File: config.mk
export PLATFORM = sky130hd
export DESIGN_NAME = hub75_rx_monitor
export DESIGN_NICKNAME = d
export VERILOG_FILES = /design/src/rtl/hub75_pkg.sv /design/src/rtl/hub75_pin_sync.sv /design/src/rtl/hub75_rx_monitor.sv
export SDC_FILE = /design/constraint.sdc
export NUM_CORES = 1
export LEC_CHECK = 0
export ABC_CLOCK_PERIOD_IN_PS = 4600
export CORE_MARGIN = 4
export CORE_UTILIZATION = 55
export CTS_BUF_LIST = sky130_fd_sc_hd__clkbuf_16
export DETAILED_ROUTE_END_ITERATION = 10
export PLACE_DENSITY = 0.81
export SYNTH_ARGS = -nofsm -noshare
export SYNTH_HDL_FRONTEND = slang
export SYNTH_SLANG_ARGS = --single-unit
File: constraint.sdc
create_clock -name sys_clk -period 4.6 [get_ports sys_clk]
set_input_delay 1.38 -clock sys_clk [delete_from_list [all_inputs] [get_ports sys_clk]]
set_output_delay 1.38 -clock sys_clk [all_outputs]
set_load 0.005 [all_outputs]
File: src/rtl/hub75_pkg.sv
// Shared HUB75 constants: FSM state encodings, RGB bit positions and panel defaults.
package hub75_pkg;

  localparam int HUB75_COLS = 64;
  localparam int HUB75_ROWS = 32;

  localparam logic [0:0] ST_NO_TOKEN = 1'b0;
  localparam logic [0:0] ST_TRACKING = 1'b1;

  localparam logic [0:0] ST_BLANKED  = 1'b0;
  localparam logic [0:0] ST_LIT      = 1'b1;

  // Bit positions inside the 6-bit {R1,G1,B1,R2,G2,B2} bus
  localparam int RGB_R1 = 5;
  localparam int RGB_G1 = 4;
  localparam int RGB_B1 = 3;
  localparam int RGB_R2 = 2;
  localparam int RGB_G2 = 1;
  localparam int RGB_B2 = 0;

endpackage

File: src/rtl/hub75_pin_sync.sv
// Multi-flop synchronizer for an asynchronous pin bus plus one edge-detect stage.
module hub75_pin_sync #(
  parameter int             W           = 1,
  parameter int             SYNC_STAGES = 2,
  parameter logic [W-1:0]   RST_VAL     = '0
) (
  input  logic         sys_clk,
  input  logic         rst,
  input  logic [W-1:0] pin,
  output logic [W-1:0] level,
  output logic [W-1:0] rise,
  output logic [W-1:0] fall
);

  logic [SYNC_STAGES-1:0][W-1:0] sync_q, sync_d;
  logic [W-1:0]                  prev_q, prev_d;

  always_comb begin
    sync_d[0] = pin;
    for (int i = 1; i < SYNC_STAGES; i++) begin
      sync_d[i] = sync_q[i-1];
    end
    prev_d = sync_q[SYNC_STAGES-1];
  end

  always_ff @(posedge sys_clk) begin
    if (rst) begin
      sync_q <= {SYNC_STAGES{RST_VAL}};
      prev_q <= RST_VAL;
    end else begin
      sync_q <= sync_d;
      prev_q <= prev_d;
    end
  end

  assign level = sync_q[SYNC_STAGES-1];
  assign rise  = level & ~prev_q;
  assign fall  = ~level & prev_q;

endmodule

File: src/rtl/hub75_rx_monitor.sv
// HUB75 receive-side monitor: rebuilds column shifts, latches, row position and lit
// intervals from the panel pins, reporting each as a registered one-cycle pulse.
module hub75_rx_monitor import hub75_pkg::*; #(
  parameter int COLS        = HUB75_COLS,
  parameter int ROWS        = HUB75_ROWS,
  parameter int SYNC_STAGES = 2,
  parameter int ON_W        = 16
) (
  input  logic                       sys_clk,
  input  logic                       rst,
  input  logic                       in_clk,
  input  logic [5:0]                 in_rgb,
  input  logic                       in_lat,
  input  logic                       in_blank,
  input  logic                       in_row_clk,
  input  logic                       in_row_data,
  output logic                       px_valid,
  output logic [$clog2(COLS+1)-1:0]  px_col,
  output logic [5:0]                 px_rgb,
  output logic                       lat_valid,
  output logic [$clog2(COLS+1)-1:0]  lat_cols,
  output logic [$clog2(ROWS)-1:0]    lat_row,
  output logic                       lat_ovf,
  output logic                       on_valid,
  output logic [ON_W-1:0]            on_cycles,
  output logic [$clog2(ROWS)-1:0]    on_row,
  output logic                       row_valid,
  output logic                       frame_start
);

  localparam int CW = $clog2(COLS+1);
  localparam int RW = $clog2(ROWS);

  logic       clk_rise, lat_rise, blank_rise, blank_fall, row_rise, row_data_lvl;
  logic [5:0] rgb_lvl;
  logic       clk_lvl_unused, clk_fall_unused, lat_lvl_unused, lat_fall_unused;
  logic       blank_lvl_unused, row_lvl_unused, row_fall_unused;
  logic       row_data_rise_unused, row_data_fall_unused;
  logic [5:0] rgb_rise_unused, rgb_fall_unused;

  hub75_pin_sync #(.W(1), .SYNC_STAGES(SYNC_STAGES), .RST_VAL(1'b0)) u_sync_clk (
    .sys_clk(sys_clk), .rst(rst), .pin(in_clk),
    .level(clk_lvl_unused), .rise(clk_rise), .fall(clk_fall_unused));

  hub75_pin_sync #(.W(6), .SYNC_STAGES(SYNC_STAGES), .RST_VAL(6'd0)) u_sync_rgb (
    .sys_clk(sys_clk), .rst(rst), .pin(in_rgb),
    .level(rgb_lvl), .rise(rgb_rise_unused), .fall(rgb_fall_unused));

  hub75_pin_sync #(.W(1), .SYNC_STAGES(SYNC_STAGES), .RST_VAL(1'b0)) u_sync_lat (
    .sys_clk(sys_clk), .rst(rst), .pin(in_lat),
    .level(lat_lvl_unused), .rise(lat_rise), .fall(lat_fall_unused));

  // Blank idles high, so its flops reset high to avoid a phantom lit period.
  hub75_pin_sync #(.W(1), .SYNC_STAGES(SYNC_STAGES), .RST_VAL(1'b1)) u_sync_blank (
    .sys_clk(sys_clk), .rst(rst), .pin(in_blank),
    .level(blank_lvl_unused), .rise(blank_rise), .fall(blank_fall));

  hub75_pin_sync #(.W(1), .SYNC_STAGES(SYNC_STAGES), .RST_VAL(1'b0)) u_sync_row_clk (
    .sys_clk(sys_clk), .rst(rst), .pin(in_row_clk),
    .level(row_lvl_unused), .rise(row_rise), .fall(row_fall_unused));

  hub75_pin_sync #(.W(1), .SYNC_STAGES(SYNC_STAGES), .RST_VAL(1'b0)) u_sync_row_data (
    .sys_clk(sys_clk), .rst(rst), .pin(in_row_data),
    .level(row_data_lvl), .rise(row_data_rise_unused), .fall(row_data_fall_unused));

  logic [CW-1:0]   col_cnt_q, col_cnt_d, px_col_q, px_col_d, lat_cols_q, lat_cols_d;
  logic            ovf_q, ovf_d, lat_ovf_q, lat_ovf_d;
  logic            px_valid_q, px_valid_d, lat_valid_q, lat_valid_d;
  logic [5:0]      px_rgb_q, px_rgb_d;
  logic [RW-1:0]   row_pos_q, row_pos_d, lat_row_q, lat_row_d;
  logic [RW-1:0]   on_row_q, on_row_d, on_row_cap_q, on_row_cap_d;
  logic [0:0]      row_st_q, row_st_d, on_st_q, on_st_d;
  logic            row_valid_q, row_valid_d, frame_start_q, frame_start_d;
  logic            on_valid_q, on_valid_d;
  logic [ON_W-1:0] on_cnt_q, on_cnt_d, on_cycles_q, on_cycles_d, on_cnt_inc;

  // Column shifting and latching; a same-cycle shift is counted before the latch clears.
  always_comb begin
    col_cnt_d   = col_cnt_q;
    ovf_d       = ovf_q;
    px_valid_d  = 1'b0;
    px_col_d    = px_col_q;
    px_rgb_d    = px_rgb_q;
    lat_valid_d = 1'b0;
    lat_cols_d  = lat_cols_q;
    lat_ovf_d   = lat_ovf_q;
    lat_row_d   = lat_row_q;
    if (clk_rise) begin
      px_valid_d = 1'b1;
      px_col_d   = col_cnt_q;
      px_rgb_d   = rgb_lvl;
      if (col_cnt_q == CW'(COLS)) begin
        ovf_d = 1'b1;
      end else begin
        col_cnt_d = col_cnt_q + CW'(1);
      end
    end else begin
      px_col_d = px_col_q;
    end
    if (lat_rise) begin
      lat_valid_d = 1'b1;
      lat_cols_d  = col_cnt_d;
      lat_ovf_d   = ovf_d;
      lat_row_d   = row_pos_q;
      col_cnt_d   = '0;
      ovf_d       = 1'b0;
    end else begin
      lat_row_d = lat_row_q;
    end
  end

  // Row-select token tracker.
  always_comb begin
    row_st_d      = row_st_q;
    row_pos_d     = row_pos_q;
    frame_start_d = 1'b0;
    if (row_rise) begin
      if (row_data_lvl) begin
        row_st_d      = ST_TRACKING;
        row_pos_d     = '0;
        frame_start_d = 1'b1;
      end else if (row_st_q == ST_TRACKING && row_pos_q != RW'(ROWS-1)) begin
        row_pos_d = row_pos_q + RW'(1);
      end else begin
        row_st_d  = ST_NO_TOKEN;
        row_pos_d = '0;
      end
    end else begin
      row_st_d = row_st_q;
    end
    row_valid_d = (row_st_d == ST_TRACKING);
  end

  // Lit-interval timer; the edge cycle that ends the period is itself counted.
  always_comb begin
    on_st_d      = on_st_q;
    on_cnt_d     = on_cnt_q;
    on_row_cap_d = on_row_cap_q;
    on_row_d     = on_row_q;
    on_valid_d   = 1'b0;
    on_cycles_d  = on_cycles_q;
    on_cnt_inc   = (on_cnt_q == {ON_W{1'b1}}) ? on_cnt_q : on_cnt_q + ON_W'(1);
    case (on_st_q)
      ST_BLANKED: begin
        if (blank_fall) begin
          on_st_d      = ST_LIT;
          on_cnt_d     = '0;
          on_row_cap_d = row_pos_q;
        end else begin
          on_st_d = ST_BLANKED;
        end
      end
      ST_LIT: begin
        if (blank_rise) begin
          on_st_d     = ST_BLANKED;
          on_valid_d  = 1'b1;
          on_cycles_d = on_cnt_inc;
          on_row_d    = on_row_cap_q;
        end else begin
          on_cnt_d = on_cnt_inc;
        end
      end
      default: on_st_d = ST_BLANKED;
    endcase
  end

  always_ff @(posedge sys_clk) begin
    if (rst) begin
      col_cnt_q     <= '0;
      ovf_q         <= 1'b0;
      px_valid_q    <= 1'b0;
      px_col_q      <= '0;
      px_rgb_q      <= 6'd0;
      lat_valid_q   <= 1'b0;
      lat_cols_q    <= '0;
      lat_ovf_q     <= 1'b0;
      lat_row_q     <= '0;
      row_st_q      <= ST_NO_TOKEN;
      row_pos_q     <= '0;
      row_valid_q   <= 1'b0;
      frame_start_q <= 1'b0;
      on_st_q       <= ST_BLANKED;
      on_cnt_q      <= '0;
      on_row_cap_q  <= '0;
      on_row_q      <= '0;
      on_valid_q    <= 1'b0;
      on_cycles_q   <= '0;
    end else begin
      col_cnt_q     <= col_cnt_d;
      ovf_q         <= ovf_d;
      px_valid_q    <= px_valid_d;
      px_col_q      <= px_col_d;
      px_rgb_q      <= px_rgb_d;
      lat_valid_q   <= lat_valid_d;
      lat_cols_q    <= lat_cols_d;
      lat_ovf_q     <= lat_ovf_d;
      lat_row_q     <= lat_row_d;
      row_st_q      <= row_st_d;
      row_pos_q     <= row_pos_d;
      row_valid_q   <= row_valid_d;
      frame_start_q <= frame_start_d;
      on_st_q       <= on_st_d;
      on_cnt_q      <= on_cnt_d;
      on_row_cap_q  <= on_row_cap_d;
      on_row_q      <= on_row_d;
      on_valid_q    <= on_valid_d;
      on_cycles_q   <= on_cycles_d;
    end
  end

  assign px_valid    = px_valid_q;
  assign px_col      = px_col_q;
  assign px_rgb      = px_rgb_q;
  assign lat_valid   = lat_valid_q;
  assign lat_cols    = lat_cols_q;
  assign lat_row     = lat_row_q;
  assign lat_ovf     = lat_ovf_q;
  assign on_valid    = on_valid_q;
  assign on_cycles   = on_cycles_q;
  assign on_row      = on_row_q;
  assign row_valid   = row_valid_q;
  assign frame_start = frame_start_q;

endmodule
# After elaboration in Yosys (flattened, before gate mapping)
# Cells that the tools add are included.
[classes]
reduce_logical = 8
mux = 19
n_eq_ne = 6
n_bitwise = 12
n_addsub = 3
[op_table]
columns = ["op", "count"]
rows = [
  ["16-bit two-way mux", 3],
  ["16-bit case mux with 2 select lines", 1],
  ["16-bit by 1-bit adder with 16-bit output (second input constant)", 1],
  ["16-bit equality test (second input constant)", 1],
  ["7-bit two-way mux", 2],
  ["1-bit two-way mux", 10],
  ["5-bit two-way mux", 2],
  ["2-bit AND reduction", 4],
  ["7-bit by 1-bit adder with 7-bit output (second input constant)", 1],
  ["7-bit equality test (second input constant)", 1],
  ["1-bit NOT", 7],
  ["2-bit OR reduction", 3],
  ["5-bit by 1-bit adder with 5-bit output (second input constant)", 1],
  ["1-bit bitwise AND", 5],
  ["5-bit != test (second input constant)", 1],
  ["2-bit != test (second input constant)", 2],
  ["2-bit by 1-bit != test with 1-bit output (second input constant)", 1],
  ["1-bit case mux with 2 select lines", 1],
  ["1-bit logical AND", 1],
]
[word_totals]
register_bits = 113
elab_cells = 82
output_inout_bits = 52

# Logic depth before layout (Yosys ltp)
# Gate-level depths: netlist of the first run.
[logic_depth]
depth_word = 4
depth_mapped = 7
mapped_depth_nobuf = 7

# Cells and area by module
# A second synthesis of the first run with hierarchy kept.
[hier_totals]
cells_unflattened = 517
hier_area_um2 = 4815.9
[modules_own_cells]
columns = ["mod", "cells_each", "seq_area_each_um2", "instances", "area_per_inst_um2"]
rows = [
  ["hub75_rx_monitor", 428, 1741.7, 1, 3793.6],
  ["hub75_pin_sync at u_sync_rgb", 49, 360.3, 1, 564.3],
  ["hub75_pin_sync at u_sync_clk ...", 8, 60.1, 4, 91.3],
  ["hub75_pin_sync at u_sync_blank", 8, 60.1, 1, 92.6],
]

# Worst setup path before layout of the first run
# Ideal clock, no wire load.
[synth_timing]
path_type = "input-to-reg"
startpoint = "in rst"
endpoint = "reg on_cnt_q[4]"
setup_time_ps = 128
required_ps = 4472
arrival_ps = 2248
setup_slack_ps = 2224
path_stages = 4
cell_sequence = "clkbuf_1 clkbuf_1 clkbuf_1 nor2_1"
[synth_rtl]
columns = ["element", "line", "source"]
rows = [
  ["start, declared", "hub75_rx_monitor.sv:10", "input logic rst,"],
  ["end signal, assigned", "hub75_rx_monitor.sv:203", "on_cnt_q <= on_cnt_d;"],
  ["end, declared", "hub75_rx_monitor.sv:75", "logic [ON_W-1:0] on_cnt_q, on_cnt_d, on_cycles_q, on_cycles_d, on_cnt_inc;"],
]
# No word-level cell between the ends.

# Worst setup path in the final report of the first run
[layout_timing]
startpoint = "reg px_col_q[6], in the netlist px_col[6]"
endpoint = "out px_col[6]"
[layout_rtl]
columns = ["element", "line", "source"]
rows = [
  ["start, declared", "hub75_rx_monitor.sv:66", "logic [CW-1:0] col_cnt_q, col_cnt_d, px_col_q, px_col_d, lat_cols_q, lat_cols_d;"],
  ["start signal, assigned", "hub75_rx_monitor.sv:192", "px_col_q <= px_col_d;"],
  ["end, declared", "hub75_rx_monitor.sv:18", "output logic [$clog2(COLS+1)-1:0] px_col,"],
]
# No word-level cell between the ends.

==> summary.md, run 1 <==
| Metric | Value |
|---|---|
| Initial cell density of the core | 56.8% |
| Fin crit period | 2650 ps |
| Core area | 7730 um^2 |
| Critical Path AT | 1270 ps |
| Hold_buf cts | 0 |
| Pre-CTS WS | 1600 ps |
| Data required time at the worst endpoint | 3220 ps |
| Clock-pin slew on the worst setup and hold paths | 50 ps |
| Area growth, synth to finish | 27.9% |
| Post-synth cell types | 52 |
| CTS max path bufs | 2 |
| Via density | 5.43 |
| Power density cells | just over 400 nW/um^2 |
| H-Tree Depth | 4 |
| R2R cell count | 6 |
| Share of cells above drive strength 1 | 8.16% |
| Non-filler cells, final | 666 |
| Vias after detailed routing | ~3600 |
| CTS sink count | 113 |
| DP Area | 5060 um^2 |
| TritonCTS clock tree | done |
| Total die area | 9470 um^2 |
| Setup repair bufs after CTS | 0 |
| DRC viols | 0 |
| # port buffers | 64 |
| Final setup margin | 1950 ps |
| RSZ-0062 raised after global routing | false |
| Ys flop type | dfxtp_1 |
| Share of the synthesized area in the top cell type | between 50% and 60% |
| Maximum vdd drop | 336 uV |
| CP Depth | 1 |
| Seq/Total Area, Yosys | approximately half |
| Final Setup Violations | 0 |
| Critical-path maximum fanout | 2 |
| Worst Setup End Kind | output pin |
| Cts repair resizes | 0 |
| Avg Synthesized Cell Area | 8.90 um^2 |
| Crit path cell chain | clkdlybuf4s50_1 |
| EDFF count, synth | 0 |
| Synth top cells by count | dfxtp_1 (113), nand2_1 (65), nor2_1 (53) |
| WL final | 9.80 mm |
| Least-Margin Pin Slew | 887 ps |
| Relative max-transition margin | 40.7% |
| Max-Cap Viols | 0 |
| Slowest CP cell | clkdlybuf4s50_1 |
| Multi-input combinational cell area | a little under 2000 um^2 |
| Pin count of the biggest net entering global routing | slightly above 50 |
| Hold_sp | u_sync_blank.sync_d[1] |
| Total negative slack | 0 ps |
| Mapped Cells | 493 |
| CP peak stage delay | between 500 and 600 ps |
| Hold Crit Class | reg -> reg |
| Status | finished clean |
| Hold Crit Depth | 1 |
| Clock latency at the later pin of the worst-skew pair | 400 ps |
| Syn_nets | 511 |
| Root buffer cell | clkbuf_16 |
| LEAKAGE | between 1.5 and 2 nW |
| Critical path class | reg -> out |
| GRT overflow | 0 |
| Initial drt markers | a little under 200 |
| Critical path startpoint | px_col[6] |
| DR pass1 iterations | 4 |
| Vias in the first global route | 3472 |
| Io pins | 65 |
| Ys async rst share | 0% |
| Final period util | 57.7% |
| Initial antenna violation count | 0 |
| HPWL Detailed | ~6.4 mm |
| Reg2reg start | on_cnt_q[0] |
| Layout fillers | slightly below 600 |
| Post-Syn Area | 4390 um^2 |
| Die Ht | about 97 um |
| Design Area, Final | between 5000 and 6000 um^2 |
| Number of buffers created by CTS | 17 |
| GRT Total Usage | approximately a fifth |
| Yosys warns | 0 |
| Sequential Area | 2260 um^2 |
| Worst setup SP type | flop |
| Cell taking the most area after synthesis | dfxtp_1 |
| Row Count | 32 |
| GPL Wtd Cong | 0.927 |
| Synthesized flop and latch total | 113 |
| Nets@finish | 570 |
| Largest delay share family, worst path | buffers and inverters |
| Placed Cells | 635 |
| Slew Limit Fails | 0 |
| Final Hold Vio Count | 0 |
| Top-count cell post-synth | dfxtp_1 |
| Synth top area cells | dfxtp_1 (52%), nand2_1 (5.6%), a21oi_1 (5.0%) |
| DR WL/cell | 14.7 um |
| Util after Layout | around 73% |
| Global-route wire length before repair | 16.5 mm |
| Clk_skew | between 9 and 10 ps |
| Die Wd | 97.3 um |
| Worst Path Buf+Inv | 1 |
| # diodes | 0 |
| Final ANT Viol Nets | 0 |
| Max Freq | 377 MHz |
-- layout by cell type, fill, tap and decap left out, drive strengths merged, types with 8 or more instances in the layout --
master | netlist | layout
a211oi | 8 | 8
a21oi | 45 | 45
clkbuf | 19 | 17
clkdlybuf4s50 | 0 | 63
dfxtp | 113 | 113
inv | 13 | 16
nand2 | 66 | 66
nand3 | 12 | 12
nand4 | 12 | 12
nor2 | 54 | 54
nor2b | 27 | 27
nor3 | 11 | 11
o21ai | 22 | 22
xnor2 | 9 | 9
-- layout make-up --
cell class	count	share of cell area (%)
Sequential cell	113	40.3
Multi-Input combinational cell	340	34.9
Timing Repair Buffer	67	11.7
Clock buffer	17	7.58
Tap cell	102	2.27
Inverter	13	0.870
Clock inverter	14	2.27
-- cells by family after synthesis --
| logic type | synth area share (%) |
|---|---|
| xor gates and xnor gates | 2.79 |
| muxes | 1.60 |
| and+or+nand+nor | 24.4 |
| adders and majority gates | 1.88 |
| DFF | 51.6 |
| AOI/OAI and AO/OA | 14.0 |
| buffers and inverters | 3.82 |
-- final timing paths --
kind         slack [ps]                  to
max                1950           px_col[6]
min                 410  u_sync_blank.level
min reg2reg         410  u_sync_blank.level
max reg2reg        2470         on_cnt_q[3]
-- sequential cells by signal, indices dropped and copies added (netlist names), 5 cells and up --
name and cells:
on_cnt_q 16, on_cycles 16, col_cnt_q 7, lat_cols 7, px_col 7, px_rgb 6, u_sync_rgb.level 6, u_sync_rgb.sync_d 6
lat_row 5, on_row 5, on_row_cap_q 5, row_pos_q 5
-- worst register-to-register path: cells and delay by family, from the launching register on --
kind            cells  cell delay [ps]
simple gates        4             1100
flops               1              410
fa+ha+maj           1              270
compound gates      1              260
-- power by group --
part / switching (W) / internal [W]
Clock: 0.000427 / 0.000780
Sequential: 0.00000741 / 0.000995
Combinational: 0.0000450 / 0.0000318
-- through the flow --
step | total power [W] | hold WS [ps]
global placement | 0.00110 | 399
finish | 0.00229 | 407
floorplan | 0.00107 | 389
detailed placement | 0.00110 | 395
global route | 0.00236 | 428
CTS | 0.00230 | 408
-- metal layers --
metal | part of all wire [%] | vias up | track usage, %
met5 | 0 | - | 0
met4 | 1.6 | 0 | 8.52
met3 | 5.9 | 17 | 5.96
met2 | 50 | 109 | 35.8
met1 | 42 | 1669 | 26.0
li1 | - | 1819 | -
No activity file was read; power rests on OpenSTA's default activity.
==> run 2, diff against run 1 <==
--- a/config.mk
+++ b/config.mk
@@ -5,12 +5,12 @@
 export SDC_FILE = /design/constraint.sdc
 export NUM_CORES = 1
 export LEC_CHECK = 0
-export ABC_CLOCK_PERIOD_IN_PS = 4600
+export ABC_CLOCK_PERIOD_IN_PS = 2630
 export CORE_MARGIN = 4
-export CORE_UTILIZATION = 55
+export CORE_UTILIZATION = 53
 export CTS_BUF_LIST = sky130_fd_sc_hd__clkbuf_16
 export DETAILED_ROUTE_END_ITERATION = 10
-export PLACE_DENSITY = 0.81
+export PLACE_DENSITY = 0.78
 export SYNTH_ARGS = -nofsm -noshare
 export SYNTH_HDL_FRONTEND = slang
 export SYNTH_SLANG_ARGS = --single-unit
==> constraint.sdc (replaced) <==
create_clock -name sys_clk -period 2.63 [get_ports sys_clk]
set_input_delay 0.789 -clock sys_clk [delete_from_list [all_inputs] [get_ports sys_clk]]
set_output_delay 0.789 -clock sys_clk [all_outputs]
set_load 0.005 [all_outputs]
==> run 2 against run 1 <==
Against the previous run: via count increased by 1.8%; global-route usage decreased by 0.24 points; final area up 0.51%; flip-flop and latch count did not move; clock skew is 4.0 ps lower; routed wire length rose by 2.8%; combinational power grew 79%; hold slack better by 14 ps; core utilization decreased by 1.1 points; critical path type unchanged; critical endpoint is now on_cycles[15].
==> summary.md, run 2 (synthesis results as in run 1) <==
| Metric | Value |
|---|---|
| Status | finished clean |
| Hold_buf cts | 0 |
| Relative max-transition margin | 42.0% |
| Die Wd | 99.0 um |
| CP peak stage delay | 520 ps |
| GR Layer Usage met3 | 6.51% |
| Least-Margin Pin Slew | 868 ps |
| Cts repair resizes | 0 |
| Most common cell after layout, fill and taps aside | dfxtp_1 |
| Critical path class | reg -> out |
| Design Area, Final | 5640 um^2 |
| Number of buffers created by CTS | 17 |
| Vias after detailed routing | 3680 |
| Via density | 5.49 |
| # diodes | 0 |
| Worst Setup End Kind | output pin |
| WL final | 10.1 mm |
| Vias in the first global route | about 3400 |
| GRT Max-Usage Layer | met2 |
| TritonCTS clock tree | done |
| GRT Total Usage | 21.1% |
| CTS max path bufs | 2 |
| CTS sink count | 113 |
| Core area | 7890 um^2 |
| Maximum vdd drop | slightly above 500 uV |
| Initial drt markers | 233 |
| Slew Limit Fails | 0 |
| Max-Cap Viols | 0 |
| Data required time at the worst endpoint | 1840 ps |
| Clock-pin slew on the worst setup and hold paths | 60 ps |
| Fin crit period | 2110 ps |
| DP Area | 5080 um^2 |
| Slowest CP cell | clkdlybuf4s50_1 |
| Worst Path Buf+Inv | 1 |
| Max Freq | roughly 470 MHz |
| Global-route wire length before repair | roughly 17 mm |
| Final setup margin | 525 ps |
| # port buffers | 64 |
| Multi-input combinational cell area | between 1500 and 2000 um^2 |
| Pin count of the biggest net entering global routing | 42 |
| H-Tree Depth | 4 |
| Layout fillers | 582 |
| Met1 Usage GRT | 27.6% |
| GRT overflow | 0 |
| Die Ht | slightly below 100 um |
| Final ANT Viol Nets | 0 |
| Hold Crit Class | reg -> reg |
| DR pass1 iterations | 5 |
| Nets@finish | 573 |
| Sequential Area | approximately 2300 um^2 |
| Root buffer cell | clkbuf_16 |
| Clk_skew | 5.45 ps |
| Most frequent cells in the layout | dfxtp_1 (113), nand2_1 (65), clkdlybuf4s50_1 (63), nor2_1 (52), a21oi_1 (44) |
| Final period util | about four fifths |
| Setup repair bufs after CTS | 0 |
| Total negative slack | 0 ps |
| Power density cells | 714 nW/um^2 |
| Final Setup Violations | 0 |
| Largest delay share family, worst path | buffers and inverters |
| Critical-path maximum fanout | 2 |
| Worst setup SP type | flop |
| Pre-CTS WS | 539 ps |
| Reg2reg start | on_cnt_q[0] |
| LEAKAGE | approximately 2 nW |
| Initial antenna violation count | 0 |
| RSZ-0062 raised after global routing | false |
| DRC viols | 0 |
| Area growth, synth to finish | 28.5% |
| Critical path startpoint | on_cycles[15] |
| GPL Wtd Cong | 0.893 |
| DR WL/cell | 15.0 um |
| Row Count | 32 |
| Share of cells above drive strength 1 | 9.15% |
| Total die area | 9800 um^2 |
| Initial cell density of the core | 55.6% |
| Critical Path AT | between 1000 and 1500 ps |
| HPWL Detailed | 6.55 mm |
| Final Hold Vio Count | 0 |
| Io pins | 65 |
| GR Layer Usage met2 | 34.0% |
| Crit path cell chain | clkdlybuf4s50_1 |
| Hold_sp | u_sync_blank.sync_d[1] |
| Clock latency at the later pin of the worst-skew pair | just over 400 ps |
==> run 2: area by class of cell <==
cell class	instances	share of cell area [%]
inverters	13	0.865
well taps	102	2.26
multi-input cells	340	34.8
clock buffers	17	7.54
clock inverters	15	2.37
repair buffers	70	12.1
flip-flops and latches	113	40.1
==> run 2: power by group <==
part / internal (W) / switching, W / leakage (nW)
logic: 0.0000567 / 0.0000813 / 0.820
registers: 0.00174 / 0.0000131 / 0.916
clock network: 0.00130 / 0.000834 / 0.273
==> run 2: worst paths after layout <==
check	end	depth (start not counted)	slack, ps
worst max register to register	on_cnt_q[3]	6	530
worst max-delay path	on_cycles[15]	1	520
worst min register to register	u_sync_blank.level	1	420
worst min-delay path	u_sync_blank.level	1	420
==> run 2: layer usage <==
layer,wire length (um),vias to the layer above
met5,0,-
met4,98,0
met3,689,11
met2,4740,141
met1,4540,1704
li1,-,1824
==> run 2: through the flow <==
step,hold slack [ps],total power [W],std cells,util (%)
detailed placement,414,0.00192,638,64.4
CTS,427,0.00405,670,71.5
finish,421,0.00403,670,71.5
floorplan,389,0.00187,493,-
global route,447,0.00415,670,71.5
global placement,405,0.00192,638,64.4
